--- config.mk ---
export PLATFORM = sky130hd
export DESIGN_NAME = stack_arbiter
export DESIGN_NICKNAME = d
export VERILOG_FILES = /design/src/rtl/stack_arb_pkg.sv /design/src/rtl/stack_arbiter_rr_arbiter.sv /design/src/rtl/stack_arbiter.sv
export SDC_FILE = /design/constraint.sdc
export NUM_CORES = 1
export LEC_CHECK = 0
export CORE_UTILIZATION = 40
export CTS_BUF_LIST = sky130_fd_sc_hd__clkbuf_2 sky130_fd_sc_hd__clkbuf_4 sky130_fd_sc_hd__clkbuf_8
export DETAILED_ROUTE_END_ITERATION = 7
export DONT_BUFFER_PORTS = 1
export GPL_ROUTABILITY_DRIVEN = 1
export HOLD_SLACK_MARGIN = 0.03
export PLACE_DENSITY = 0.59
export SLEW_MARGIN = 20
export SYNTH_ARGS = -nofsm -noshare
export SYNTH_HDL_FRONTEND = slang
export SYNTH_SLANG_ARGS = --single-unit
--- constraint.sdc ---
create_clock -name clk -period 1.82 [get_ports clk]
set_clock_uncertainty 0.1 [all_clocks]
set_input_delay 0.546 -clock clk [delete_from_list [all_inputs] [get_ports clk]]
set_output_delay 0.546 -clock clk [all_outputs]
set_load 0.01 [all_outputs]
--- src/rtl/stack_arb_pkg.sv ---
// Shared encodings and helpers for the stack_arbiter block.
package stack_arb_pkg;

  typedef enum logic [1:0] {
    IDLE  = 2'd0,
    ISSUE = 2'd1,
    WAIT  = 2'd2,
    RESP  = 2'd3
  } state_e;

  typedef enum logic {
    OP_PUSH = 1'b0,
    OP_POP  = 1'b1
  } op_e;

  // Width of a requester index; never narrower than one bit.
  function automatic int idx_width(input int n);
    return (n > 1) ? $clog2(n) : 1;
  endfunction

endpackage

--- src/rtl/stack_arbiter_rr_arbiter.sv ---
// Combinational round-robin picker: first active request at or after ptr, wrapping.
module rr_arbiter
  import stack_arb_pkg::*;
#(
  parameter int NUM_REQ = 2,
  parameter int IDX_W   = idx_width(NUM_REQ)
) (
  input  logic [NUM_REQ-1:0] req,
  input  logic [IDX_W-1:0]   ptr,
  output logic [NUM_REQ-1:0] grant_oh,
  output logic [IDX_W-1:0]   grant_idx,
  output logic               grant_vld
);

  logic [IDX_W-1:0] cand;

  always_comb begin
    grant_oh  = '0;
    grant_idx = '0;
    grant_vld = 1'b0;
    cand      = '0;
    for (int k = 0; k < NUM_REQ; k++) begin
      cand = IDX_W'((int'(ptr) + k) % NUM_REQ);
      if (!grant_vld && req[cand]) begin
        grant_vld       = 1'b1;
        grant_idx       = cand;
        grant_oh[cand]  = 1'b1;
      end
    end
  end

endmodule

--- src/rtl/stack_arbiter.sv ---
// Round-robin arbiter sharing one stack controller between NUM_REQ requesters.
// Optional WAIT-state timeout enabled by defining STACK_ARB_TIMEOUT_EN.
module stack_arbiter
  import stack_arb_pkg::*;
#(
  parameter int NUM_REQ = 2,
  parameter int DATA_W  = 8,
  parameter int TIMEOUT = 15
) (
  input  logic                      clk,
  input  logic                      reset,
  input  logic [NUM_REQ-1:0]        req_push,
  input  logic [NUM_REQ-1:0]        req_pop,
  input  logic [NUM_REQ*DATA_W-1:0] req_wdata,
  output logic [NUM_REQ-1:0]        req_ack,
  output logic [NUM_REQ-1:0]        req_err,
  output logic [DATA_W-1:0]         rdata,
  output logic                      stk_user_push,
  output logic                      stk_user_pop,
  output logic [DATA_W-1:0]         stk_wdata,
  input  logic                      stk_ready,
  input  logic                      stk_push,
  input  logic                      stk_pop,
  input  logic                      stk_overflow,
  input  logic                      stk_underflow,
  input  logic [DATA_W-1:0]         stk_rdata
);

  localparam int IDX_W = idx_width(NUM_REQ);

  if (NUM_REQ < 2 || NUM_REQ > 8 || TIMEOUT < 1) begin : g_bad_param
    $error("stack_arbiter: NUM_REQ must be 2..8 and TIMEOUT at least 1");
  end

  state_e              state_q, state_d;
  op_e                 op_q, op_d;
  logic [IDX_W-1:0]    grant_q, grant_d;
  logic [IDX_W-1:0]    rr_q, rr_d;
  logic [DATA_W-1:0]   data_q, data_d;
  logic [DATA_W-1:0]   rdata_q, rdata_d;
  logic                err_q, err_d;

`ifdef STACK_ARB_TIMEOUT_EN
  localparam int TO_W = $clog2(TIMEOUT + 1);
  logic [TO_W-1:0]     cnt_q, cnt_d;
`endif

  logic [NUM_REQ-1:0]  active;
  logic [NUM_REQ-1:0]  win_oh;
  logic [IDX_W-1:0]    win_idx;
  logic                win_vld;
  logic [DATA_W-1:0]   sel_data;
  logic                ok_hit;
  logic                err_hit;

  assign active = req_push | req_pop;

  rr_arbiter #(
    .NUM_REQ (NUM_REQ),
    .IDX_W   (IDX_W)
  ) u_rr (
    .req       (active),
    .ptr       (rr_q),
    .grant_oh  (win_oh),
    .grant_idx (win_idx),
    .grant_vld (win_vld)
  );

  always_comb begin
    sel_data = '0;
    for (int i = 0; i < NUM_REQ; i++) begin
      sel_data |= win_oh[i] ? req_wdata[i*DATA_W +: DATA_W] : '0;
    end
  end

  // Only status matching the outstanding op counts; everything else is noise.
  always_comb begin
    ok_hit  = (op_q == OP_PUSH) ? stk_push     : stk_pop;
    err_hit = (op_q == OP_PUSH) ? stk_overflow : stk_underflow;
  end

  always_comb begin
    state_d       = state_q;
    op_d          = op_q;
    grant_d       = grant_q;
    rr_d          = rr_q;
    data_d        = data_q;
    rdata_d       = rdata_q;
    err_d         = err_q;
`ifdef STACK_ARB_TIMEOUT_EN
    cnt_d         = cnt_q;
`endif
    stk_user_push = 1'b0;
    stk_user_pop  = 1'b0;
    stk_wdata     = '0;
    req_ack       = '0;
    req_err       = '0;
    rdata         = '0;

    case (state_q)
      IDLE: begin
        if (win_vld) begin
          grant_d = win_idx;
          op_d    = (|(req_pop & win_oh)) ? OP_POP : OP_PUSH;
          data_d  = sel_data;
          rdata_d = '0;
          err_d   = 1'b0;
          state_d = ISSUE;
        end
      end

      ISSUE: begin
        stk_wdata = data_q;
        if (stk_ready) begin
          stk_user_push = (op_q == OP_PUSH);
          stk_user_pop  = (op_q == OP_POP);
          state_d       = WAIT;
`ifdef STACK_ARB_TIMEOUT_EN
          cnt_d         = '0;
`endif
        end
      end

      WAIT: begin
        stk_wdata = data_q;
`ifdef STACK_ARB_TIMEOUT_EN
        cnt_d     = cnt_q + 1'b1;
`endif
        if (err_hit) begin
          err_d   = 1'b1;
          rdata_d = '0;
          state_d = RESP;
        end else if (ok_hit) begin
          err_d   = 1'b0;
          rdata_d = (op_q == OP_POP) ? stk_rdata : '0;
          state_d = RESP;
        end
`ifdef STACK_ARB_TIMEOUT_EN
        else if (cnt_q == TO_W'(TIMEOUT - 1)) begin
          err_d   = 1'b1;
          rdata_d = '0;
          state_d = RESP;
        end
`endif
      end

      RESP: begin
        stk_wdata        = data_q;
        req_ack[grant_q] = 1'b1;
        req_err[grant_q] = err_q;
        rdata            = rdata_q;
        rr_d             = (grant_q == IDX_W'(NUM_REQ - 1)) ? '0 : grant_q + 1'b1;
        state_d          = IDLE;
      end

      default: state_d = IDLE;
    endcase
  end

  always_ff @(posedge clk or negedge reset) begin
    if (!reset) begin
      state_q <= IDLE;
      op_q    <= OP_PUSH;
      grant_q <= '0;
      rr_q    <= '0;
      data_q  <= '0;
      rdata_q <= '0;
      err_q   <= 1'b0;
`ifdef STACK_ARB_TIMEOUT_EN
      cnt_q   <= '0;
`endif
    end else begin
      state_q <= state_d;
      op_q    <= op_d;
      grant_q <= grant_d;
      rr_q    <= rr_d;
      data_q  <= data_d;
      rdata_q <= rdata_d;
      err_q   <= err_d;
`ifdef STACK_ARB_TIMEOUT_EN
      cnt_q   <= cnt_d;
`endif
    end
  end

endmodule

==> results.sh <==
export IMPL_tritoncts_num_buffers=3
export IMPL_reg2reg_to="err_q"
export IMPL_hold_class="primary input to asynchronous set/reset pin"
export IMPL_fillers=262
export IMPL_synth_area_sq_um=1200
export IMPL_die_y_microns=56.7
export IMPL_drc=10
export IMPL_fin_setup_tns_ps=-1550
export IMPL_dp_final_hpwl_mm=1.93
export IMPL_ys_ff_latch=22
export IMPL_cap_violations=0
export IMPL_path_clk_slew_ps=120
export IMPL_ant_nets=0
export IMPL_worstPathArrival_ps=1280
export IMPL_areaGrowthSynthToFinish_pct=19.0
export IMPL_start_util_pct=42.6
export IMPL_violations="design-rule violations, negative setup slack"
export IMPL_period_minus_slack_ps=1930
export IMPL_startpoint="state_q[1]"
export IMPL_fin_ws_ps=-110
export IMPL_cts_sinks=22
export IMPL_setup_violations=21
export IMPL_p_leak_nw=0.625
export IMPL_antenna_found_initial=0
export IMPL_worstSetupEndpoint="req_err[0]"
export IMPL_die_x_microns=56.7
export IMPL_synth_top_cell_area_share_pct=46.0
export IMPL_fmax_mhz=518
export IMPL_worst_pin_slew_ps=508
export IMPL_rsz0062_at_grt="yes"
export IMPL_slowest_delay_ps=440
export IMPL_coreArea_sq_um=2810
export IMPL_crit_path_max_fanout=4
export IMPL_clk_latency_ps=310
export IMPL_powerDensity_nw_per_um2=1630
export IMPL_syn_avg_cell_area_sq_um=10.7
export IMPL_gp_congestion=0.848
export IMPL_drive_above_1_share_pct=40.7
export IMPL_run_status="finished, violations left"
export IMPL_grt_pass1_vias=822
export IMPL_cts_tree="built"
export IMPL_mostFrequentLayoutCells="20 x dfrtp_1, 11 x and2_4, 8 x a22o_1"
export IMPL_path_cells="ha_4 -> nor2b_4 -> and2_4"
export IMPL_grtUsageTotal_pct=16.5
export IMPL_synth_fp_nets=152
export IMPL_gr_total_overflow=0
export IMPL_place_ws_ps=-36.5
export IMPL_synthDistinctLibCells=35
export IMPL_slowest_stage="dfrtp_2"
export IMPL_ys_warn_count=0
export IMPL_fin_nets=159
export IMPL_drt_iter0_drc=56
export IMPL_endpoint_kind="primary output"
export IMPL_final_max_slew_viol_count=0
export IMPL_fin_crit_sh_pct=106
export IMPL_first_pass_iters=6
export IMPL_setup_worst_path_class="flip-flop to primary output"
export IMPL_ir_drop_uv=724
export IMPL_ff2ff_setup_slack_ps=90
export IMPL_fin_area_sq_um=1420
export IMPL_vias=890
export IMPL_layout_commonest_cell="dfrtp_1"
export IMPL_r2r_start="state_q[0]"
export IMPL_num_rows=19
export IMPL_root_buffer="clkbuf_4"
export IMPL_synth_top_area_cell="dfrtp_1"
export IMPL_numPortBuffers=0
export IMPL_routed_wl_mm=2.72
export IMPL_ios=57
export IMPL_clockBufferDepth=2
export IMPL_die_area_sq_um=3210
export IMPL_synthTopCellsByArea="dfrtp_1 46%, and2_1 8.9%, a22o_1 5.9%, ha_1 5.2%, a221o_1 5.0%"
export IMPL_synth_cells=112
export IMPL_slew_headroom_pct=66.1
export IMPL_cts_htree_levels=1
export IMPL_dpl_cell_area_sq_um=1220
export IMPL_grt_first_pass_wirelength_mm=3.95
export IMPL_wl_per_cell_microns=18.3
export IMPL_cp_required_ps=1170
export IMPL_hold_violations=0
export IMPL_diodes=0
export IMPL_worstSetupStartpointType="flip-flop"
export IMPL_ys_seq_area_share_pct=46.0
export IMPL_reg2reg_depth=6
export IMPL_viasPerCell=5.97
export IMPL_grt_max_degree=23
[metal layers]
metal | wire [microns] | up-vias | GRT usage [%]
li1 | - | 419 | -
met2 | 1230 | 34 | 25.7
met5 | 0 | - | 0
met4 | 47 | 0 | 7.50
met1 | 1270 | 432 | 21.2
met3 | 179 | 5 | 4.38
[stage by stage]
stage | total power, mW | hold WS [ps] | std cells | utilization (%)
final | 2.32 | 84.2 | 149 | 50.8
after global routing | 2.48 | 104 | 149 | 50.8
after CTS | 2.08 | 258 | 146 | 46.4
after detailed placement | 1.74 | 151 | 141 | 43.6
after global placement | 1.71 | 151 | 141 | 43.6
after floorplan | 1.54 | 150 | 112 | -
[critical path, delay by kind of cell, from the launching register on]
family | cells | cell delay (ps)
DFF | 1 | 440
adders and majority gates | 1 | 170
and+or+nand+nor | 2 | 360
[kinds of logic after synthesis]
kind of cell | count (synthesis) | share of synthesized area [%]
buf+inv | 7 | 3.14
flops | 22 | 46.0
mux | 3 | 2.72
fa+ha+maj | 5 | 5.23
simple gates | 46 | 22.8
compound gates | 29 | 20.1
[registers in the layout, indices dropped and copies added, names as in the netlist]
signal and flops:
grant_q 1, op_q 1, state_q 2, rr_q 1, rdata_q 8, err_q 1, data_q 8
[where the power goes]
| group | switching (mW) | leakage, nW | internal [mW] | total (mW) |
|---|---|---|---|---|
| combinational | 0.623 | 0.323 | 0.598 | 1.22 |
| sequential | 0.157 | 0.281 | 0.675 | 0.832 |
| clock | 0.149 | 0.0210 | 0.122 | 0.271 |
| total | 0.929 | 0.625 | 1.39 | 2.32 |
[area by class of cell]
class / count / area [sq um] / area share (%)
Multi-Input combinational cell: 83 / 734 / 51.6
Sequential cell: 22 / 553 / 38.8
Timing Repair Buffer: 6 / 50.0 / 3.51
Tap cell: 31 / 38.8 / 2.72
Clock buffer: 4 / 36.3 / 2.55
Inverter: 3 / 11.3 / 0.791
[Yosys cell counts]
master,count
nor3b_1,1
inv_1,3
clkbuf_1,2
nand2_1,6
and3_1,2
nor3_1,1
o21ai_1,1
o22ai_1,1
mux2i_1,1
nor2b_1,9
nand3_1,1
a21o_2,1
buf_4,1
nand2b_1,2
a221o_1,6
nand4b_1,1
nor2_1,4
o21bai_1,1
o21a_1,1
and2_4,1
a22o_1,8
o21ai_0,3
ha_1,5
o22a_2,1
dfrtp_1,22
mux2_1,1
a21boi_0,1
mux2_2,1
a22oi_1,2
and2_1,17
a21oi_1,1
nor4_2,1
o211ai_2,1
a32o_1,1
buf_6,1
[worst min path at each step]
stage	start	to	slack, ps
after CTS	stk_rdata[0]	rdata_q[0]	260
after global routing	reset	rdata_q[3]	100
final	reset	err_q	80
after floorplan	reset	data_q[0]	150
after global placement	reset	data_q[0]	150
after detailed placement	reset	data_q[1]	150
[repair_timing]
action,4_1_cts,5_1_grt
endpoints found under the setup margin,29,29
cloned,0,1
gates resized for setup,10,32
endpoints found under the hold margin,22,0
setup buffers,0,2
hold buffers,1,0
Note: power is estimated with default switching activity, not from simulation.
